**src/rtl/parser_pkg.sv**
```systemverilog
`default_nettype none
// ============================================================================
// Module      : parser_pkg
// Description : Shared definitions for the parser and its transmit-side
//               frame packer (default word width, packer state encoding).
// Revision    : 1.0 - initial release
// ============================================================================
package parser_pkg;

  // Default packed word width in bits; must be a multiple of 8.
  localparam int DEFAULT_DATA_WIDTH = 64;

  // Packer accumulator state: empty, partially filled, or holding a
  // completed word that could not yet move to the output registers.
  typedef enum logic [1:0] {
    IDLE = 2'd0,
    FILL = 2'd1,
    PEND = 2'd2
  } packer_state_e;

endpackage : parser_pkg
`default_nettype wire

```
**src/rtl/frame_packer.sv**
```systemverilog
`default_nettype none
// ============================================================================
// Module      : frame_packer
// Description : Packs a valid/ready byte stream little-endian into
//               DATA_WIDTH-bit words with byte count and frame-end flag,
//               presented to the parser with parser_ready backpressure.
//               One accumulator plus one output register stage; a completed
//               word that finds the output busy waits in the accumulator.
// Revision    : 1.0 - initial release
// ============================================================================
module frame_packer
  import parser_pkg::*;
#(
  parameter  int DATA_WIDTH = DEFAULT_DATA_WIDTH,
  localparam int BYTES      = DATA_WIDTH / 8,
  localparam int IDX_W      = $clog2(BYTES + 1)
) (
  input  logic                  clk,
  input  logic                  rst_n,
  input  logic [7:0]            s_data,
  input  logic                  s_valid,
  input  logic                  s_last,
  output logic                  s_ready,
  output logic [DATA_WIDTH-1:0] data_buffer,
  output logic [IDX_W-1:0]      idx,
  output logic                  last_flag,
  output logic                  data_valid,
  input  logic                  parser_ready,
  output logic [31:0]           frame_cnt
);

  packer_state_e         r_state;
  packer_state_e         w_state_nxt;

  logic [DATA_WIDTH-1:0] r_acc_data;
  logic [IDX_W-1:0]      r_acc_cnt;
  logic [IDX_W-1:0]      r_pend_cnt;
  logic                  r_pend_last;

  logic                  r_s_ready;
  logic [DATA_WIDTH-1:0] r_data_buffer;
  logic [IDX_W-1:0]      r_idx;
  logic                  r_last_flag;
  logic                  r_data_valid;
  logic [31:0]           r_frame_cnt;

  logic                  w_accept;
  logic                  w_complete;
  logic                  w_slot_free;
  logic                  w_xfer;
  logic                  w_load_new;
  logic                  w_load_pend;
  logic                  w_hold;
  logic [IDX_W-1:0]      w_cnt_inc;
  logic [DATA_WIDTH-1:0] w_new_word;

  assign w_accept    = s_valid && r_s_ready;
  assign w_complete  = w_accept && (s_last || (r_acc_cnt == IDX_W'(BYTES - 1)));
  assign w_slot_free = !r_data_valid || parser_ready;
  assign w_xfer      = r_data_valid && parser_ready;
  assign w_cnt_inc   = r_acc_cnt + IDX_W'(1);

  // Accumulator contents with the incoming byte merged into lane acc_cnt.
  always_comb begin
    w_new_word = r_acc_data;
    for (int k = 0; k < BYTES; k++) begin
      if (r_acc_cnt == IDX_W'(k)) begin
        w_new_word[8*k +: 8] = s_data;
      end
    end
  end

  // State register.
  always_ff @(posedge clk) begin
    if (!rst_n) begin
      r_state <= IDLE;
    end else begin
      r_state <= w_state_nxt;
    end
  end

  // Next-state: a completing byte either empties the accumulator (slot
  // free) or parks the word in it (slot busy); a parked word leaves as soon
  // as the output slot frees up.
  always_comb begin
    w_state_nxt = r_state;
    case (r_state)
      IDLE, FILL: begin
        if (w_complete) begin
          w_state_nxt = w_slot_free ? IDLE : PEND;
        end else if (w_accept) begin
          w_state_nxt = FILL;
        end
      end
      PEND: begin
        if (w_slot_free) begin
          w_state_nxt = IDLE;
        end
      end
      default: w_state_nxt = IDLE;
    endcase
  end

  // Output decode: which word (if any) loads into the output stage.
  always_comb begin
    w_load_new  = 1'b0;
    w_load_pend = 1'b0;
    w_hold      = 1'b0;
    case (r_state)
      IDLE, FILL: begin
        w_load_new = w_complete && w_slot_free;
        w_hold     = w_complete && !w_slot_free;
      end
      PEND: begin
        w_load_pend = w_slot_free;
      end
      default: ;
    endcase
  end

  // Accumulator: collect bytes, park a completed word, or clear when a word
  // moves to the output stage.
  always_ff @(posedge clk) begin
    if (!rst_n) begin
      r_acc_data  <= '0;
      r_acc_cnt   <= '0;
      r_pend_cnt  <= '0;
      r_pend_last <= 1'b0;
    end else if (w_load_new || w_load_pend) begin
      r_acc_data <= '0;
      r_acc_cnt  <= '0;
    end else if (w_hold) begin
      r_acc_data  <= w_new_word;
      r_acc_cnt   <= '0;
      r_pend_cnt  <= w_cnt_inc;
      r_pend_last <= s_last;
    end else if (w_accept) begin
      r_acc_data <= w_new_word;
      r_acc_cnt  <= w_cnt_inc;
    end
  end

  // Output stage: load a new or parked word, clear after transfer, hold
  // steady while stalled. s_ready is registered from the next state.
  always_ff @(posedge clk) begin
    if (!rst_n) begin
      r_s_ready     <= 1'b1;
      r_data_valid  <= 1'b0;
      r_data_buffer <= '0;
      r_idx         <= '0;
      r_last_flag   <= 1'b0;
    end else begin
      r_s_ready <= (w_state_nxt != PEND);
      if (w_load_new) begin
        r_data_valid  <= 1'b1;
        r_data_buffer <= w_new_word;
        r_idx         <= w_cnt_inc;
        r_last_flag   <= s_last;
      end else if (w_load_pend) begin
        r_data_valid  <= 1'b1;
        r_data_buffer <= r_acc_data;
        r_idx         <= r_pend_cnt;
        r_last_flag   <= r_pend_last;
      end else if (w_xfer) begin
        r_data_valid  <= 1'b0;
        r_data_buffer <= '0;
        r_idx         <= '0;
        r_last_flag   <= 1'b0;
      end
    end
  end

  // Delivered-frame counter: bumps when a frame's final word is handshaken.
  always_ff @(posedge clk) begin
    if (!rst_n) begin
      r_frame_cnt <= '0;
    end else if (w_xfer && r_last_flag) begin
      r_frame_cnt <= r_frame_cnt + 32'd1;
    end
  end

  assign s_ready     = r_s_ready;
  assign data_valid  = r_data_valid;
  assign data_buffer = r_data_buffer;
  assign idx         = r_idx;
  assign last_flag   = r_last_flag;
  assign frame_cnt   = r_frame_cnt;

endmodule : frame_packer
`default_nettype wire
```
**config.mk**
```make
export PLATFORM = sky130hd
export DESIGN_NAME = frame_packer
export DESIGN_NICKNAME = d
export VERILOG_FILES = /design/src/rtl/parser_pkg.sv /design/src/rtl/frame_packer.sv
export SDC_FILE = /design/constraint.sdc
export NUM_CORES = 1
export LEC_CHECK = 0
export ABC_AREA = 1
export BUFFER_PORTS_ARGS = -buffer_cell sky130_fd_sc_hd__buf_4
export CAP_MARGIN = 20
export CORE_MARGIN = 5
export CORE_UTILIZATION = 50
export CTS_BUF_LIST = sky130_fd_sc_hd__clkbuf_8
export DETAILED_ROUTE_END_ITERATION = 12
export PLACE_DENSITY_LB_ADDON = 0.1
export SLEW_MARGIN = 10
export SYNTH_ARGS = -nofsm -noshare
export SYNTH_HDL_FRONTEND = slang
export SYNTH_SLANG_ARGS = --single-unit
```
**constraint.sdc**
```tcl
create_clock -name clk -period 4.7 [get_ports clk]
set_clock_uncertainty 0.1 [all_clocks]
set_input_delay 0.94 -clock clk [delete_from_list [all_inputs] [get_ports clk]]
set_output_delay 0.94 -clock clk [all_outputs]
set_load 0.01 [all_outputs]
```
==> out/qor.json <==
{
  "grt_antenna_before_repair": {"value": 0},
  "per_cell_routed_wire_length": {"value": 13.5, "unit": "um"},
  "run_status": {"value": "finished, final reports clean"},
  "synth.top_cells.by_area": {"value": "sky130_fd_sc_hd__dfxtp_1 (39%), sky130_fd_sc_hd__nand2_1 (13%), sky130_fd_sc_hd__nor2_1 (11%)"},
  "post_cts_buffers": {"value": 0},
  "timing.slew.headroom": {"value": 0.494},
  "syn-num-nets": {"value": 1441},
  "fp.dieH": {"value": 145, "unit": "um"},
  "setup_total_negative_slack": {"value": 0, "unit": "ps"},
  "power.density": {"value": 315, "unit": "nW/um^2"},
  "synthDistinctLibCells": {"value": 30},
  "numClockSinks": {"value": 178},
  "data_arrival_time_of_the_critical_path": {"value": 3050, "unit": "ps"},
  "setup_viol_count_final": {"value": 0},
  "timing_max_transition_violations_final": {"value": 0},
  "die_w": {"value": 145, "unit": "um"},
  "initial_core_util": {"value": 0.506},
  "worstSetupStartpoint": {"value": "r_acc_cnt[0]"},
  "postLayoutCoreUtil": {"value": 0.582},
  "routed_wl": {"value": 23400, "unit": "um"},
  "clk_latency": {"value": 470, "unit": "ps"},
  "yosysWarningCount": {"value": 0},
  "grt_usage": {"value": 0.226},
  "sequential_cell_area": {"value": 3560, "unit": "sq um"},
  "core_rows": {"value": 49},
  "floorplan.die_area": {"value": 20900, "unit": "sq um"},
  "grt_util_met3": {"value": 0.0403},
  "grt_util_met1": {"value": 0.317},
  "multi_input_area": {"value": 4500, "unit": "sq um"},
  "end_kind": {"value": "flop"},
  "ys_seq_elements": {"value": 178},
  "synthMuxAreaShare": {"value": 0},
  "ctsResizeCount": {"value": 0},
  "num_vias": {"value": 8862},
  "synthesis.area": {"value": 9060, "unit": "sq um"},
  "max_freq": {"value": 357, "unit": "MHz"},
  "first_global_vias": {"value": 7864},
  "synth-compound-area-share": {"value": 0.133},
  "drtIter0Drc": {"value": 566},
  "synth-simple-area-share": {"value": 0.346},
  "worst_setup_path_start_kind": {"value": "flop"},
  "cts_tree": {"value": "built"},
  "fin_worst_hold_slack": {"value": 353, "unit": "ps"},
  "synth.avg_cell_area": {"value": 6.36, "unit": "sq um"},
  "worst_pin_slew": {"value": 759, "unit": "ps"},
  "hold_depth": {"value": 2},
  "final.fill_count": {"value": 1784},
  "power_leakage": {"value": 4.56, "unit": "nW"},
  "grt_busiest_layer": {"value": "met2"},
  "clock-root-buffer": {"value": "sky130_fd_sc_hd__clkbuf_8"},
  "wire_length_of_the_first_global_routing_pass": {"value": 38700, "unit": "um"},
  "drive_above_1_share": {"value": 0.136},
  "tritoncts.num_buffers": {"value": 17},
  "class_of_the_most_critical_setup_path": {"value": "reg2reg"},
  "yosysTopAreaCellShare": {"value": 0.393},
  "placed_area": {"value": 9950, "unit": "sq um"},
  "yosys.area.top_type": {"value": "sky130_fd_sc_hd__dfxtp_1"},
  "synth_cells": {"value": 1423},
  "crit-reg2reg-launch": {"value": "r_acc_cnt[0]"},
  "synthAdderAreaFrac": {"value": 0.00691},
  "hold_path_startpoint": {"value": "r_pend_cnt[2]"},
  "power": {"value": 0.00328, "unit": "W"},
  "min_period": {"value": 2800, "unit": "ps"},
  "cts_max_path_buffers": {"value": 2},
  "grt_setup_unrepaired": {"value": "no"},
  "required": {"value": 4950, "unit": "ps"},
  "num_antenna_cells": {"value": 0},
  "core-area": {"value": 17900, "unit": "sq um"},
  "io_buffer_count": {"value": 115},
  "grt_max_degree": {"value": 87},
  "globalRouteMet2Util": {"value": 0.362},
  "post_cts_hold_buffer_count": {"value": 0},
  "ctsHtreeMaxLevel": {"value": 4},
  "stdcell_area": {"value": 10400, "unit": "sq um"},
  "xor_xnor_share_of_the_synthesized_area": {"value": 0.00677},
  "globalRoute.totalOverflow": {"value": 0},
  "synth_sequential_area_ratio": {"value": 0.393},
  "num_io_pins": {"value": 116},
  "min-delay-path-class": {"value": "reg2reg"},
  "max_cap_violations": {"value": 0},
  "final_min_period_over_clock_period": {"value": 0.596},
  "worst-r2r-cell-count": {"value": 9},
  "finalWeightedCongestion": {"value": 0.834},
  "timing_hold_violations_final": {"value": 0},
  "irDropWorstVdd": {"value": 0.000271, "unit": "V"},
  "viasPerCell": {"value": 5.14},
  "synth_top_family_by_area": {"value": "simple AND/OR/NAND/NOR gates"},
  "route.antenna.remaining_nets": {"value": 0},
  "fin_nets": {"value": 1501},
  "timing.critical_path.fanout_max": {"value": 33},
  "cts.reportedPaths.clkPinSlew": {"value": 90, "unit": "ps"},
  "drt_pass1_iterations": {"value": 7},
  "dp.final_hpwl": {"value": 14600, "unit": "um"},
  "route.detailed.drc": {"value": 0},
  "synthToLayoutAreaGrowth": {"value": 15.1, "unit": "%"}
}
[cell families after synthesis]
kind of cell / Yosys count
buf+inv: 260
fa+ha+maj: 5
compound gates: 238
xor+xnor: 7
flops: 178
simple gates: 735
[path summary, 6_finish.rpt]
check	to	slack, ps
max	r_acc_data[48]	1900
min	r_pend_cnt[2]	350
max reg2reg	r_acc_data[48]	1900
min reg2reg	r_pend_cnt[2]	350
[per-layer routing]
metal  routed length, um  share of wire
met1               11200           0.48
met2               10600           0.45
met3                1250          0.053
met4                 318          0.014
met5                   0              0
[synthesized netlist by cell type (all sizes together)]
cell      n
or2      32
xnor2     2
clkinv    1
nand3    30
o21a      3
clkbuf   49
and3      1
ha        5
nor3b     1
buf      34
nor2b     1
xor2      5
nand2   314
nor2    266
dfxtp   178
a21oi    94
nor3      8
inv     176
nand4    81
nand3b    1
o21ai   141
[state kept, by name, indices dropped and copies added (netlist names)]
signal / count
frame_cnt: 32
r_acc_data: 64
s_ready: 1
idx: 4
data_valid: 1
r_acc_cnt: 4
r_state: 2
data_buffer: 64
r_pend_last: 1
r_pend_cnt: 4
last_flag: 1
[cells in the final DEF (no fill, tap or decap), types with 2 or more instances in the layout]
cell type	Yosys	final
sky130_fd_sc_hd__nand2_1	314	311
sky130_fd_sc_hd__nor2_1	257	257
sky130_fd_sc_hd__dfxtp_1	178	178
sky130_fd_sc_hd__inv_1	172	174
sky130_fd_sc_hd__o21ai_0	141	141
sky130_fd_sc_hd__buf_4	5	123
sky130_fd_sc_hd__a21oi_1	93	93
sky130_fd_sc_hd__nand4_1	81	81
sky130_fd_sc_hd__or2_2	30	30
sky130_fd_sc_hd__nand3_1	29	28
sky130_fd_sc_hd__clkbuf_8	0	21
sky130_fd_sc_hd__nor3_1	8	8
sky130_fd_sc_hd__nor2_2	8	6
sky130_fd_sc_hd__xor2_1	5	5
sky130_fd_sc_hd__ha_1	5	5
sky130_fd_sc_hd__bufinv_16	0	5
sky130_fd_sc_hd__inv_2	4	4
sky130_fd_sc_hd__nor2_4	1	3
sky130_fd_sc_hd__o21a_1	3	3
sky130_fd_sc_hd__or2_1	2	2
sky130_fd_sc_hd__nand2_2	0	2
sky130_fd_sc_hd__xnor2_1	2	2
sky130_fd_sc_hd__clkinv_2	0	2
sky130_fd_sc_hd__clkinvlp_4	0	2
[report_power, final]
group	internal [W]	switching, W
Combinational	0.000168	0.000267
Sequential	0.00157	0.0000363
Clock	0.000685	0.000555
[through the flow]
step                worst slack, ps  instances
floorplan                      2520       1423
global placement               1490       1693
detailed placement             1450       1693
CTS                            1890       1725
global route                   1660       1725
finish                         1900       1725
[cell type report]
cell class              count  share of cell area
clock buffers              21              0.0277
flip-flops and latches    178               0.342
clock inverters            11              0.0175
inverters                 177              0.0637
repair buffers            124              0.0905
well taps                 229              0.0275
multi-input cells         985               0.431
[worst max-delay path, cell delays in order (launching register included)]
cell,delay (ps)
sky130_fd_sc_hd__dfxtp_1,440
sky130_fd_sc_hd__ha_1,270
sky130_fd_sc_hd__nand3_2,290
sky130_fd_sc_hd__nand2_1,210
sky130_fd_sc_hd__nand3_4,80
sky130_fd_sc_hd__nand2_1,150
sky130_fd_sc_hd__inv_2,70
sky130_fd_sc_hd__nand2_2,520
sky130_fd_sc_hd__buf_4,450
sky130_fd_sc_hd__nor2_1,90
(Power assumes the default switching activity.)
